## config.mk

```make
export PLATFORM = sky130hd
export DESIGN_NAME = bcorrect_queue_flat
export DESIGN_NICKNAME = d
export VERILOG_FILES = /design/src/rtl/bcorrect_queue_pkg.sv /design/src/rtl/bcorrect_queue_if.sv /design/src/rtl/bcorrect_queue_fifo.sv /design/src/rtl/bcorrect_queue.sv /design/src/flat_wrapper.sv
export SDC_FILE = /design/constraint.sdc
export NUM_CORES = 1
export LEC_CHECK = 0
export ABC_CLOCK_PERIOD_IN_PS = 2000
export CORE_ASPECT_RATIO = 0.5
export CORE_MARGIN = 3
export CORE_UTILIZATION = 50
export DETAILED_ROUTE_END_ITERATION = 7
export GPL_TIMING_DRIVEN = 0
export PLACE_DENSITY = 0.76
export SETUP_SLACK_MARGIN = 0.4
export SLEW_MARGIN = 15
export SYNTH_ARGS = -nofsm -noshare
export SYNTH_HDL_FRONTEND = slang
export SYNTH_SLANG_ARGS = --single-unit
```

## constraint.sdc

```tcl
create_clock -name fire -period 2 [get_ports fire]
set_input_delay 0.5 -clock fire [delete_from_list [all_inputs] [get_ports fire]]
set_output_delay 0.5 -clock fire [all_outputs]
set_load 0.1 [all_outputs]
```

## src/rtl/bcorrect_queue_pkg.sv

```systemverilog
// bcorrect_queue_pkg: default widths, i_data field offsets and redirect record type
package bcorrect_queue_pkg;
  localparam int PC_W_DEF = 32;
  localparam int POS_W_DEF = 8;
  localparam int DEPTH_DEF = 4;
  localparam int CNT_W_DEF = 3;
  localparam int THRESH_DEF = 4;
  function automatic int pos_lsb();
    return 0;
  endfunction
  function automatic int pc_lsb(int pos_w);
    return pos_w;
  endfunction
  function automatic int mis_bit(int pc_w, int pos_w);
    return pc_w + pos_w;
  endfunction
  function automatic int vld_bit(int pc_w, int pos_w);
    return pc_w + pos_w + 1;
  endfunction
  localparam int POS_LSB = pos_lsb();
  localparam int PC_LSB = pc_lsb(POS_W_DEF);
  localparam int MIS_BIT = mis_bit(PC_W_DEF, POS_W_DEF);
  localparam int VLD_BIT = vld_bit(PC_W_DEF, POS_W_DEF);
  typedef struct packed {
    logic [PC_W_DEF-1:0] pc;
    logic [POS_W_DEF-1:0] pos;
  } redir_t;
endpackage

```

## src/rtl/bcorrect_queue_if.sv

```systemverilog
// bcorrect_queue_if: resolve-record input, flush and redirect handshake bundle
interface bcorrect_queue_if #(
  parameter int PC_W = 32,
  parameter int POS_W = 8,
  parameter int CNT_W = 3
);
  logic [PC_W+POS_W+1:0] i_data;
  logic i_flush;
  logic o_in_ready;
  logic o_redir_valid;
  logic i_redir_ready;
  logic [PC_W-1:0] o_correctpc;
  logic [POS_W-1:0] o_errPos;
  logic [CNT_W-1:0] o_counter;
  logic o_storm;
  logic o_overflow;
  modport slave (
    input i_data, i_flush, i_redir_ready,
    output o_in_ready, o_redir_valid, o_correctpc, o_errPos, o_counter, o_storm, o_overflow
  );
  modport master (
    output i_data, i_flush, i_redir_ready,
    input o_in_ready, o_redir_valid, o_correctpc, o_errPos, o_counter, o_storm, o_overflow
  );
endinterface

```

## src/rtl/bcorrect_queue_fifo.sv

```systemverilog
// bcorrect_queue_fifo: DEPTH x W synchronous FIFO with flush, head reads as zero when empty
module bcorrect_queue_fifo #(
  parameter int W = 40,
  parameter int DEPTH = 4
) (
  input  logic         fire,
  input  logic         rst,
  input  logic         push,
  input  logic         pop,
  input  logic         flush,
  input  logic [W-1:0] din,
  output logic [W-1:0] dout,
  output logic         full,
  output logic         empty
);
  localparam int AW = $clog2(DEPTH);
  logic [AW:0] wr_q, wr_d, rd_q, rd_d;
  logic [W-1:0] mem_q [DEPTH];
  logic [W-1:0] mem_d [DEPTH];
  assign empty = wr_q == rd_q;
  assign full = (wr_q[AW] != rd_q[AW]) && (wr_q[AW-1:0] == rd_q[AW-1:0]);
  assign dout = empty ? '0 : mem_q[rd_q[AW-1:0]];
  // Pointer advance and slot write; flush overrides any concurrent push or pop
  always_comb begin
    mem_d = mem_q;
    wr_d = flush ? '0 : wr_q + {{AW{1'b0}}, push};
    rd_d = flush ? '0 : rd_q + {{AW{1'b0}}, pop};
    if (push && !flush) mem_d[wr_q[AW-1:0]] = din;
  end
  // State register, cleared asynchronously so no stale entry survives reset
  always_ff @(posedge fire or negedge rst) begin
    if (!rst) begin
      wr_q <= '0;
      rd_q <= '0;
      for (int i = 0; i < DEPTH; i++) mem_q[i] <= '0;
    end else begin
      wr_q <= wr_d;
      rd_q <= rd_d;
      mem_q <= mem_d;
    end
  end
endmodule

```

## src/rtl/bcorrect_queue.sv

```systemverilog
// bcorrect_queue: mispredict counter, storm/overflow flags and redirect FIFO handshake glue
module bcorrect_queue
  import bcorrect_queue_pkg::*;
#(
  parameter int PC_W = PC_W_DEF,
  parameter int POS_W = POS_W_DEF,
  parameter int DEPTH = DEPTH_DEF,
  parameter int CNT_W = CNT_W_DEF,
  parameter int THRESH = THRESH_DEF
) (
  input logic fire,
  input logic rst,
  bcorrect_queue_if.slave bus
);
  localparam int W = PC_W + POS_W;
  localparam int VB = vld_bit(PC_W, POS_W);
  localparam int MB = mis_bit(PC_W, POS_W);
  logic vld, mis, push_req, pop, in_ready, full, empty;
  logic [W-1:0] head;
  logic [CNT_W-1:0] counter_q, counter_d;
  logic overflow_q, overflow_d;
  assign vld = bus.i_data[VB];
  assign mis = bus.i_data[MB];
  assign push_req = vld & mis;
  assign pop = !empty & bus.i_redir_ready;
  assign in_ready = !full | pop;
  bcorrect_queue_fifo #(.W(W), .DEPTH(DEPTH)) u_fifo (
    .fire(fire),
    .rst(rst),
    .push(push_req & in_ready),
    .pop(pop),
    .flush(bus.i_flush),
    .din(bus.i_data[W-1:0]),
    .dout(head),
    .full(full),
    .empty(empty)
  );
  assign bus.o_in_ready = in_ready;
  assign bus.o_redir_valid = !empty;
  assign bus.o_correctpc = head[W-1:POS_W];
  assign bus.o_errPos = head[POS_W-1:0];
  assign bus.o_counter = counter_q;
  assign bus.o_storm = counter_q >= CNT_W'(THRESH);
  assign bus.o_overflow = overflow_q;
  // Saturating mispredict streak and sticky drop flag, both cleared by flush
  always_comb begin
    counter_d = !vld ? counter_q : !mis ? '0 : (&counter_q) ? counter_q : counter_q + 1'b1;
    overflow_d = overflow_q | (push_req & !in_ready);
    if (bus.i_flush) begin
      counter_d = '0;
      overflow_d = 1'b0;
    end
  end
  // Counter and overflow registers
  always_ff @(posedge fire or negedge rst) begin
    if (!rst) begin
      counter_q <= '0;
      overflow_q <= 1'b0;
    end else begin
      counter_q <= counter_d;
      overflow_q <= overflow_d;
    end
  end
endmodule
```

## src/flat_wrapper.sv

```systemverilog
// flat-port wrapper written by rule: the top's interface ports become plain ports
module bcorrect_queue_flat import bcorrect_queue_pkg::*;
#(
  parameter int PC_W = PC_W_DEF,
  parameter int POS_W = POS_W_DEF,
  parameter int DEPTH = DEPTH_DEF,
  parameter int CNT_W = CNT_W_DEF,
  parameter int THRESH = THRESH_DEF
)
  (fire, rst, bus_i_data, bus_i_flush, bus_i_redir_ready, bus_o_in_ready, bus_o_redir_valid, bus_o_correctpc, bus_o_errPos, bus_o_counter, bus_o_storm, bus_o_overflow);
  bcorrect_queue_if #(.PC_W(PC_W), .POS_W(POS_W), .CNT_W(CNT_W)) bus_i ();
  input logic fire;
  input logic rst;
  input wire logic [$bits(bus_i.i_data)-1:0] bus_i_data;
  input wire logic [$bits(bus_i.i_flush)-1:0] bus_i_flush;
  input wire logic [$bits(bus_i.i_redir_ready)-1:0] bus_i_redir_ready;
  output wire logic [$bits(bus_i.o_in_ready)-1:0] bus_o_in_ready;
  output wire logic [$bits(bus_i.o_redir_valid)-1:0] bus_o_redir_valid;
  output wire logic [$bits(bus_i.o_correctpc)-1:0] bus_o_correctpc;
  output wire logic [$bits(bus_i.o_errPos)-1:0] bus_o_errPos;
  output wire logic [$bits(bus_i.o_counter)-1:0] bus_o_counter;
  output wire logic [$bits(bus_i.o_storm)-1:0] bus_o_storm;
  output wire logic [$bits(bus_i.o_overflow)-1:0] bus_o_overflow;
  assign bus_i.i_data = bus_i_data;
  assign bus_i.i_flush = bus_i_flush;
  assign bus_i.i_redir_ready = bus_i_redir_ready;
  assign bus_o_in_ready = bus_i.o_in_ready;
  assign bus_o_redir_valid = bus_i.o_redir_valid;
  assign bus_o_correctpc = bus_i.o_correctpc;
  assign bus_o_errPos = bus_i.o_errPos;
  assign bus_o_counter = bus_i.o_counter;
  assign bus_o_storm = bus_i.o_storm;
  assign bus_o_overflow = bus_i.o_overflow;
  bcorrect_queue #(.PC_W(PC_W), .POS_W(POS_W), .DEPTH(DEPTH), .CNT_W(CNT_W), .THRESH(THRESH)) u_core (.fire(fire), .rst(rst), .bus(bus_i));
endmodule
```

==> results of run 1 <==
## cell type report
class                      count  share of cell area (%)
buffer                        33                    4.54
clock buffer                  19                    3.54
clock inverter                13                    1.31
inverter                       5                   0.215
multi-input combinational    286                    35.1
sequential                   170                    34.9
tap                          198                    2.03
timing repair buffer         145                    18.4
## power by group through the flow
stage          combinational [mW]  clock, mW  sequential (mW)
2_1_floorplan                3.34          0             4.26
3_3_place_gp                 4.13          0             4.32
3_5_place_dp                 4.18          0             4.34
4_1_cts                      5.09       3.38             4.28
5_1_grt                      5.76       3.61             4.44
6_report                     5.58       3.44             4.39
## worst paths after layout
kind | to | slack (ns) | cells after the start
setup / recovery | bus_o_correctpc[16] | -0.57 | 7
hold / removal | u_core.u_fifo.mem_q[141] | 0.02 | 1
setup reg to reg | u_core.u_fifo.mem_q[39] | -0.38 | 10
hold reg to reg | u_core.u_fifo.mem_q[63] | 0.51 | 1
max in group asynchronous | u_core.u_fifo.rd_q[0] | 1.07 | 2
min in group fire | u_core.u_fifo.mem_q[63] | 0.51 | 1
## layer usage
layer	part of all wire, %	vias up	GRT usage [%]
met5	0	-	0
met3	4.3	31	3.40
met2	48	146	36.0
met4	1.5	0	5.51
met1	46	2801	31.5
li1	-	2121	-
## flip-flops by register name, indices dropped and copies added, names as in the netlist
signal	flops
u_core.u_fifo.rd_q	3
u_core.u_fifo.wr_q	3
u_core.u_fifo.mem_q	160
u_core.bus.o_counter	3
u_core.bus.o_overflow	1
## cells in the mapped netlist
library cell,instances
mux4_2,40
mux2_2,141
buf_4,8
nand4b_1,1
a21oi_1,3
dfrtp_1,170
xor2_1,1
a31oi_1,1
xnor2_1,4
nor3b_2,2
clkbuf_1,12
nor3_2,2
and4_1,1
nor3_1,1
mux2_1,19
o21ai_0,1
inv_1,5
or3_1,1
nand2_1,6
nor2_1,9
nor3b_1,1
ha_1,7
buf_2,13
nor2b_1,45
## repair_timing
item / in CTS / in global routing
buffers inserted: 19 / 15
gates resized for setup: 488 / 209
hold endpoints to repair: 0 / 0
endpoints found under the setup margin: 213 / 212
pin swaps: 3 / 7
gates cloned: 10 / 8
## worst max-delay path, delay by kind of cell (launching register included)
| kind | cells | cell delay, ns |
|---|---|---|
| xor gates and xnor gates | 1 | 0.27 |
| buffers and inverters | 3 | 0.53 |
| DFF | 1 | 0.51 |
| and+or+nand+nor | 3 | 0.32 |
## cell families after synthesis
family / after synthesis / synth area share (%)
muxes: 200 / 35.0
and+or+nand+nor: 69 / 5.43
AOI/OAI and AO/OA: 5 / 0.340
buffers and inverters: 38 / 2.45
DFF: 170 / 55.1
xor gates and xnor gates: 5 / 0.567
adders and majority gates: 7 / 1.13
==> reports/metrics.yaml, run 1 <==
placed_design:
  dp_hpwl_um: 10100
  post-place-cells: 785
  io_buffers: 92
  placed_cell_area_um2: 9330
  finalWeightedCongestion: 0.735
  pre_cts_slack_ns: -1.22
synthesis:
  ys_seq_elements: 170
  yosysSeqAreaShare_pct: 55.1
  mappedNetlistArea_um2: 7720
  synth_cell_types: 24
  synth-warning-count: 0
  synth_top_area_share_pct: 55.1
  syn_avg_cell_area_um2: 15.6
  synth_area_leaders: "dfrtp_1 (55%), mux2_2 (21%), mux4_2 (12%)"
  yosysTopAreaCell: "dfrtp_1"
  synthCells: 494
  synth_nets: 547
run:
  drv_cap: 0
setup_path:
  path_common_cell: "buf_6"
  cp-end-kind: "primary output"
  crit_slowest_cell: "dfrtp_2"
  path_max_fanout: 6
  worstPathArrival_ns: 2.07
  startpoint: "u_core.u_fifo.wr_q[1]"
  cpPeakStageDelay_ns: 0.51
  r2r-start: "u_core.u_fifo.rd_q[1]"
  path_class: "flip-flop to primary output"
  crit_required_ns: 1.50
  worst_setup_path_start_kind: "flip-flop"
  crit_chain: "xnor2_2, nand2_2, nor2_4, buf_6, buf_6, nor2b_4, buf_12"
timing:
  setup_tns_ns: -63.97
  tightest_slew_ns: 0.766
  finalSetupViolCount: 207
  holdWs_ns: 0.0231
  fin_ws_ns: -0.574
  fin_skew_ns: 0.0144
  finalHoldViolCount: 0
  finalMaxSlewViolations: 0
  max_freq_mhz: 388
  rsz0062_at_grt: "yes"
  max-slew-margin-rel_pct: 48.9
  fin_crit_ns: 2.57
  min_period_over_period_pct: 129
worst_hold_path:
  min_path_type: "primary input to asynchronous set/reset pin"
finish:
  regArea_um2: 4260
  post-route-util_pct: 82.8
  area_growth_pct: 58.4
  nFillCells: 645
  stdcell_count: 869
  multi_input_area_um2: 4290
  drive_above_1_share_pct: 64.4
  insertedDiodeCount: 0
  fin_nets: 711
  final_common_cell: "dfrtp_1"
  final_area_um2: 12200
  layout_common_cells: "dfrtp_1 (165), mux2_4 (137), buf_12 (71)"
drt:
  via_per_inst: 5.87
  routed_wl_um: 22700
  dr_total_vias: 5099
  drtIter0Drc: 278
  drc: 0
  ant_nets: 0
  first_pass_iters: 5
  wl_per_cell_um: 26.1
outcome:
  violations: "negative setup slack"
  status: "finished, violations left"
clocking:
  cts_buffer_depth: 2
  cts_tree: "built"
  holdBufCountCts: 0
  cts_max_level: 4
  cts-root-buf: "clkbuf_16"
  cts_buffers: 17
  worstSkewPairLatency_ns: 0.44
  clock_sinks: 170
  path_clk_slew_ns: 0.08
power_and_ir_drop:
  power_frac_clock_pct: 25.7
  netSwitchingPower_mw: 4.76
  power.total_mw: 13.4
  pwr-share-comb_pct: 41.6
  intPower_mw: 8.65
  p_leak_nw: 5.35
  switching_share_pct: 35.5
  power_density_nw_per_um2: 1100
  pwr-share-seq_pct: 32.7
  ir_drop_uv: 910
global_route:
  grt_start_max_net_pins: 91
  grt_pass1_vias: 5264
  overflow: 0
  antenna_found_initial: 0
  track_usage_pct: 22.0
  grt_pass1_wl_um: 28900
floorplanning:
  core_um2: 14800
  die_h_um: 93.9
  num_io_pins: 93
  row_count: 31
  die_area_um2: 17100
  initial_core_util_pct: 52.3
  die_w_um: 182
Note: power is estimated with default switching activity, not from simulation.
==> inputs of run 2 (changes only) <==
--- a/config.mk
+++ b/config.mk
@@ -6,7 +6,7 @@
 export NUM_CORES = 1
 export LEC_CHECK = 0
 export ABC_CLOCK_PERIOD_IN_PS = 2000
-export CORE_ASPECT_RATIO = 0.5
+export CORE_ASPECT_RATIO = 1.5
 export CORE_MARGIN = 3
 export CORE_UTILIZATION = 50
 export DETAILED_ROUTE_END_ITERATION = 7
==> reports/metrics.yaml, run 2 (synthesized netlist as in run 1, its figures left out) <==
global_route:
  overflow: 0
  grt_pass1_vias: 5678
  track_usage_pct: 25.6
  grt_start_max_net_pins: 102
  antenna_found_initial: 0
  grt_pass1_wl_um: 32400
power_and_ir_drop:
  pwr-share-seq_pct: 33.2
  switching_share_pct: 35.2
  pwr-share-comb_pct: 42.5
  power.total_mw: 13.3
  power_density_nw_per_um2: 1070
  ir_drop_uv: 721
  power_frac_clock_pct: 24.2
  p_leak_nw: 5.44
  intPower_mw: 8.59
  netSwitchingPower_mw: 4.68
finish:
  fin_nets: 717
  largest-register: "u_core.u_fifo.mem_q"
  largest_register_ffs: 160
  drive_above_1_share_pct: 64.0
  stdcell_count: 876
  final_common_cell: "dfrtp_1"
  post-route-util_pct: 81.5
  area_growth_pct: 59.9
  layout_common_cells: "dfrtp_1 (165), mux2_4 (160), buf_12 (71)"
  insertedDiodeCount: 0
floorplanning:
  die_h_um: 158
  initial_core_util_pct: 51.0
  die_w_um: 107
  row_count: 55
  num_io_pins: 93
  core_um2: 15100
  die_area_um2: 17000
drt:
  routed_wl_um: 23400
  via_per_inst: 5.91
  drtIter0Drc: 224
  drc: 0
  dr_total_vias: 5180
  ant_nets: 0
  wl_per_cell_um: 26.7
  first_pass_iters: 4
timing:
  fin_ws_ns: -0.623
  max_freq_mhz: 381
  min_period_over_period_pct: 131
  fin_crit_ns: 2.62
  finalMaxSlewViolations: 0
  finalSetupViolCount: 206
  tightest_slew_ns: 0.601
  finalHoldViolCount: 0
  rsz0062_at_grt: "yes"
  max-slew-margin-rel_pct: 60.0
  fin_skew_ns: 0.0147
  holdWs_ns: 0.00726
clocking:
  path_clk_slew_ns: 0.07
  cts-root-buf: "clkbuf_16"
  cts_buffers: 17
  cts_max_level: 4
  cts_buffer_depth: 2
  worstSkewPairLatency_ns: 0.43
  holdBufCountCts: 0
  clock_sinks: 170
  cts_tree: "built"
run:
  drv_cap: 0
placed_design:
  io_buffers: 92
  dp_hpwl_um: 10800
  finalWeightedCongestion: 0.730
  post-place-cells: 786
setup_path:
  crit_chain: "clkbuf_16, xnor2_4, nand2_2, nor2_4, buf_12, clkbuf_16, nor2b_4, buf_12"
  worstPathArrival_ns: 2.12
  cpPeakStageDelay_ns: 0.41
  path_class: "flip-flop to primary output"
  cp-end-kind: "primary output"
  cpLargestDelayFamily: "buffers and inverters"
  crit_slowest_cell: "dfrtp_1"
  path_max_fanout: 10
  cp_num_buf_inv: 4
  crit_required_ns: 1.50
  worst_setup_path_start_kind: "flip-flop"
outcome:
  violations: "negative setup slack"
  status: "finished, violations left"
worst_hold_path:
  min_path_type: "primary input to asynchronous set/reset pin"
[run 2: cell count changes in the layout (fill, tap and decap cells not counted), moves of 3 or more]
| cell | change |
|---|---|
| clkbuf_16 | -4 |
| inv_8 | -3 |
| buf_16 | +7 |
| clkbuf_2 | -3 |
| buf_8 | +3 |
| mux2_4 | +23 |
| ha_4 | -3 |
| mux2_2 | -22 |
[run 2: power by group through the flow]
stage / registers, mW / clock network (mW) / logic, mW
after floorplan: 4.26 / 0 / 3.34
after global placement: 4.30 / 0 / 4.12
after detailed placement: 4.36 / 0 / 4.19
after CTS: 4.30 / 3.20 / 5.19
after global routing: 4.46 / 3.37 / 5.84
final: 4.41 / 3.22 / 5.64
[run 2: metrics by stage]
step | setup WS (ns) | area (µm²) | TNS, ns
final | -0.623 | 12300 | -68.24
after global routing | -0.644 | 12300 | -74.56
after CTS | -0.507 | 11600 | -47.41
after detailed placement | -1.25 | 9330 | -148.89
after global placement | -7.11 | 9300 | -1166.51
after floorplan | -0.117 | 8130 | -3.86
[run 2: path summary, 6_finish.rpt]
kind / from / to / slack, ns / cells after the start
min: rst / u_core.u_fifo.mem_q[112] / 0.007 / 1
max in group asynchronous: rst / u_core.u_fifo.wr_q[1] / 1.11 / 2
max reg2reg: u_core.u_fifo.rd_q[1] / u_core.u_fifo.mem_q[38] / -0.42 / 10
min reg2reg: u_core.u_fifo.mem_q[32] / u_core.u_fifo.mem_q[32] / 0.51 / 1
max: u_core.u_fifo.rd_q[0] / bus_o_correctpc[19] / -0.62 / 8
min in group fire: u_core.u_fifo.mem_q[32] / u_core.u_fifo.mem_q[32] / 0.51 / 1
[run 2: area by class of cell]
type / count / area, µm²
repair buffers: 151 / 2390
plain buffers: 33 / 557
multi-input cells: 286 / 4300
well taps: 199 / 249
clock inverters: 12 / 114
flip-flops and latches: 170 / 4260
fillers: 699 / 2790
inverters: 5 / 26.3
clock buffers: 20 / 447
[run 2: per-layer routing]
metal	GRT usage (%)	vias up	routed length [µm]
met5	0	-	0
met4	11.7	0	751
met3	4.57	55	946
met2	44.6	209	12900
met1	30.9	2786	8770
li1	-	2130	-
[run 2: what timing repair did]
item | CTS | global route
cloned | 19 | 1
resized for setup | 551 | 171
setup endpoints to repair | 213 | 213
pin swaps | 6 | 6
setup buffers | 29 | 9
[run 2: worst register-to-register path, delay by kind of cell, from the launching register on]
family | cells | cell delay [ns]
flip-flops | 1 | 0.41
buffers and inverters | 6 | 0.93
AND/OR/NAND/NOR | 2 | 0.52
multiplexers | 1 | 0.30
XOR/XNOR | 1 | 0.15
==> inputs of run 3 (changes only) <==
--- a/config.mk
+++ b/config.mk
@@ -11,6 +11,7 @@
 export CORE_UTILIZATION = 50
 export DETAILED_ROUTE_END_ITERATION = 7
 export GPL_TIMING_DRIVEN = 0
+export HOLD_SLACK_MARGIN = 0.12
 export PLACE_DENSITY = 0.76
 export SETUP_SLACK_MARGIN = 0.4
 export SLEW_MARGIN = 15
==> reports/metrics.yaml, run 3 (synthesized netlist as in run 1, its figures left out) <==
setup_path:
  crit_slowest_cell: "dfrtp_1"
  crit_required_ns: 1.50
  path_class: "flip-flop to primary output"
  worst_setup_path_start_kind: "flip-flop"
  worstPathArrival_ns: 2.13
  cp-end-kind: "primary output"
  cp_num_buf_inv: 4
  ff2ff_path_depth: 10
  cpLargestDelayFamily: "buffers and inverters"
  path_max_fanout: 10
  crit_chain: "clkbuf_16, xnor2_4, nand2_2, nor2_4, buf_12, clkbuf_16, nor2b_4, buf_12"
  cpPeakStageDelay_ns: 0.41
  crit_cells: 8
finish:
  largest_register_ffs: 160
  layout_common_cells: "dfrtp_1 (165), mux2_4 (160), buf_12 (71)"
  stdcell_count: 878
  fin_nets: 719
  largest-register: "u_core.u_fifo.mem_q"
  post-route-util_pct: 81.8
  area_growth_pct: 60.3
  insertedDiodeCount: 0
  multi_input_area_um2: 4300
  drive_above_1_share_pct: 63.9
  regArea_um2: 4260
  nFillCells: 695
  final_common_cell: "dfrtp_1"
worst_hold_path:
  min_path_type: "flip-flop to flip-flop"
  whs_path_depth: 1
placed_design:
  finalWeightedCongestion: 0.730
  io_buffers: 92
  post-place-cells: 786
  pre_cts_slack_ns: -1.25
  dp_hpwl_um: 10800
clocking:
  cts_tree: "built"
  cts-root-buf: "clkbuf_16"
  clock_sinks: 170
  path_clk_slew_ns: 0.06
  cts_buffer_depth: 2
  cts_max_level: 4
  cts_buffers: 17
  worstSkewPairLatency_ns: 0.43
timing:
  finalSetupViolCount: 206
  rsz0062_at_grt: "yes"
  fin_ws_ns: -0.630
  max-slew-margin-rel_pct: 60.0
  finalMaxSlewViolations: 0
  min_period_over_period_pct: 131
  fin_crit_ns: 2.63
  tightest_slew_ns: 0.601
  holdWs_ns: 0.508
  max_freq_mhz: 380
  finalHoldViolCount: 0
  fin_skew_ns: 0.0121
drt:
  wl_per_cell_um: 27.2
  via_per_inst: 5.88
  ant_nets: 0
  first_pass_iters: 4
  dr_total_vias: 5164
  drtIter0Drc: 211
  drc: 0
  routed_wl_um: 23900
floorplanning:
  num_io_pins: 93
  row_count: 55
  die_w_um: 107
  core_um2: 15100
  initial_core_util_pct: 51.0
  die_area_um2: 17000
  die_h_um: 158
global_route:
  antenna_found_initial: 0
  track_usage_pct: 25.6
  grt_pass1_wl_um: 32300
  overflow: 0
  grt_start_max_net_pins: 102
  grt_pass1_vias: 5681
run:
  drv_cap: 0
power_and_ir_drop:
  intPower_mw: 8.60
  power_frac_clock_pct: 24.3
  p_leak_nw: 5.46
  netSwitchingPower_mw: 4.70
  pwr-share-comb_pct: 42.6
  power.total_mw: 13.3
  pwr-share-seq_pct: 33.2
  ir_drop_uv: 719
  power_density_nw_per_um2: 1070
  switching_share_pct: 35.3
outcome:
  violations: "negative setup slack"
  status: "finished, violations left"
run 3: per-layer routing:
layer / global-route usage (%) / share of wire (%) / wire length [µm]
met1: 30.9 / 38 / 9040
met2: 44.6 / 55 / 13200
met3: 4.57 / 3.4 / 824
met4: 11.7 / 3.5 / 845
met5: 0 / 0 / 0
run 3: per-stage QoR:
stage	cell area, µm²	TNS (ns)
after floorplan	8130	-3.86
after global placement	9300	-1166.51
after detailed placement	9330	-148.89
after CTS	11600	-47.41
after global routing	12400	-76.11
final	12400	-71.17
run 3: power by group through the flow:
stage	Clock (mW)	Combinational (mW)	Sequential [mW]
after floorplan	0	3.34	4.26
after global placement	0	4.12	4.30
after detailed placement	0	4.19	4.36
after CTS	3.20	5.19	4.30
after global routing	3.37	5.85	4.46
final	3.23	5.66	4.41
run 3: worst paths after layout:
| kind | end | slack [ns] | startpoint |
|---|---|---|---|
| hold / removal | u_core.u_fifo.mem_q[65] | 0.51 | u_core.u_fifo.mem_q[65] |
| hold reg to reg | u_core.u_fifo.mem_q[65] | 0.51 | u_core.u_fifo.mem_q[65] |
| max in group asynchronous | u_core.u_fifo.mem_q[108] | 0.62 | rst |
| setup reg to reg | u_core.u_fifo.mem_q[38] | -0.44 | u_core.u_fifo.rd_q[1] |
| setup / recovery | bus_o_correctpc[19] | -0.63 | u_core.u_fifo.rd_q[0] |
| min in group asynchronous | u_core.u_fifo.mem_q[112] | 0.61 | rst |
run 3: timing repair:
| action | 4_1_cts | 5_1_grt |
|---|---|---|
| setup endpoints to repair | 213 | 310 |
| endpoints found under the hold margin | 69 | 0 |
| buffers inserted | 29 | 9 |
| pin swaps | 6 | 6 |
| cloned | 19 | 2 |
| hold buffers | 1 | 0 |
| gates resized for setup | 551 | 171 |
run 3: area by class of cell:
type	count	share of cell area [%]
inverter	5	0.212
clock inverter	12	0.920
tap	199	2.01
multi-input combinational	286	34.7
sequential	170	34.4
clock buffer	20	3.61
timing repair buffer	153	19.6
buffer	33	4.50
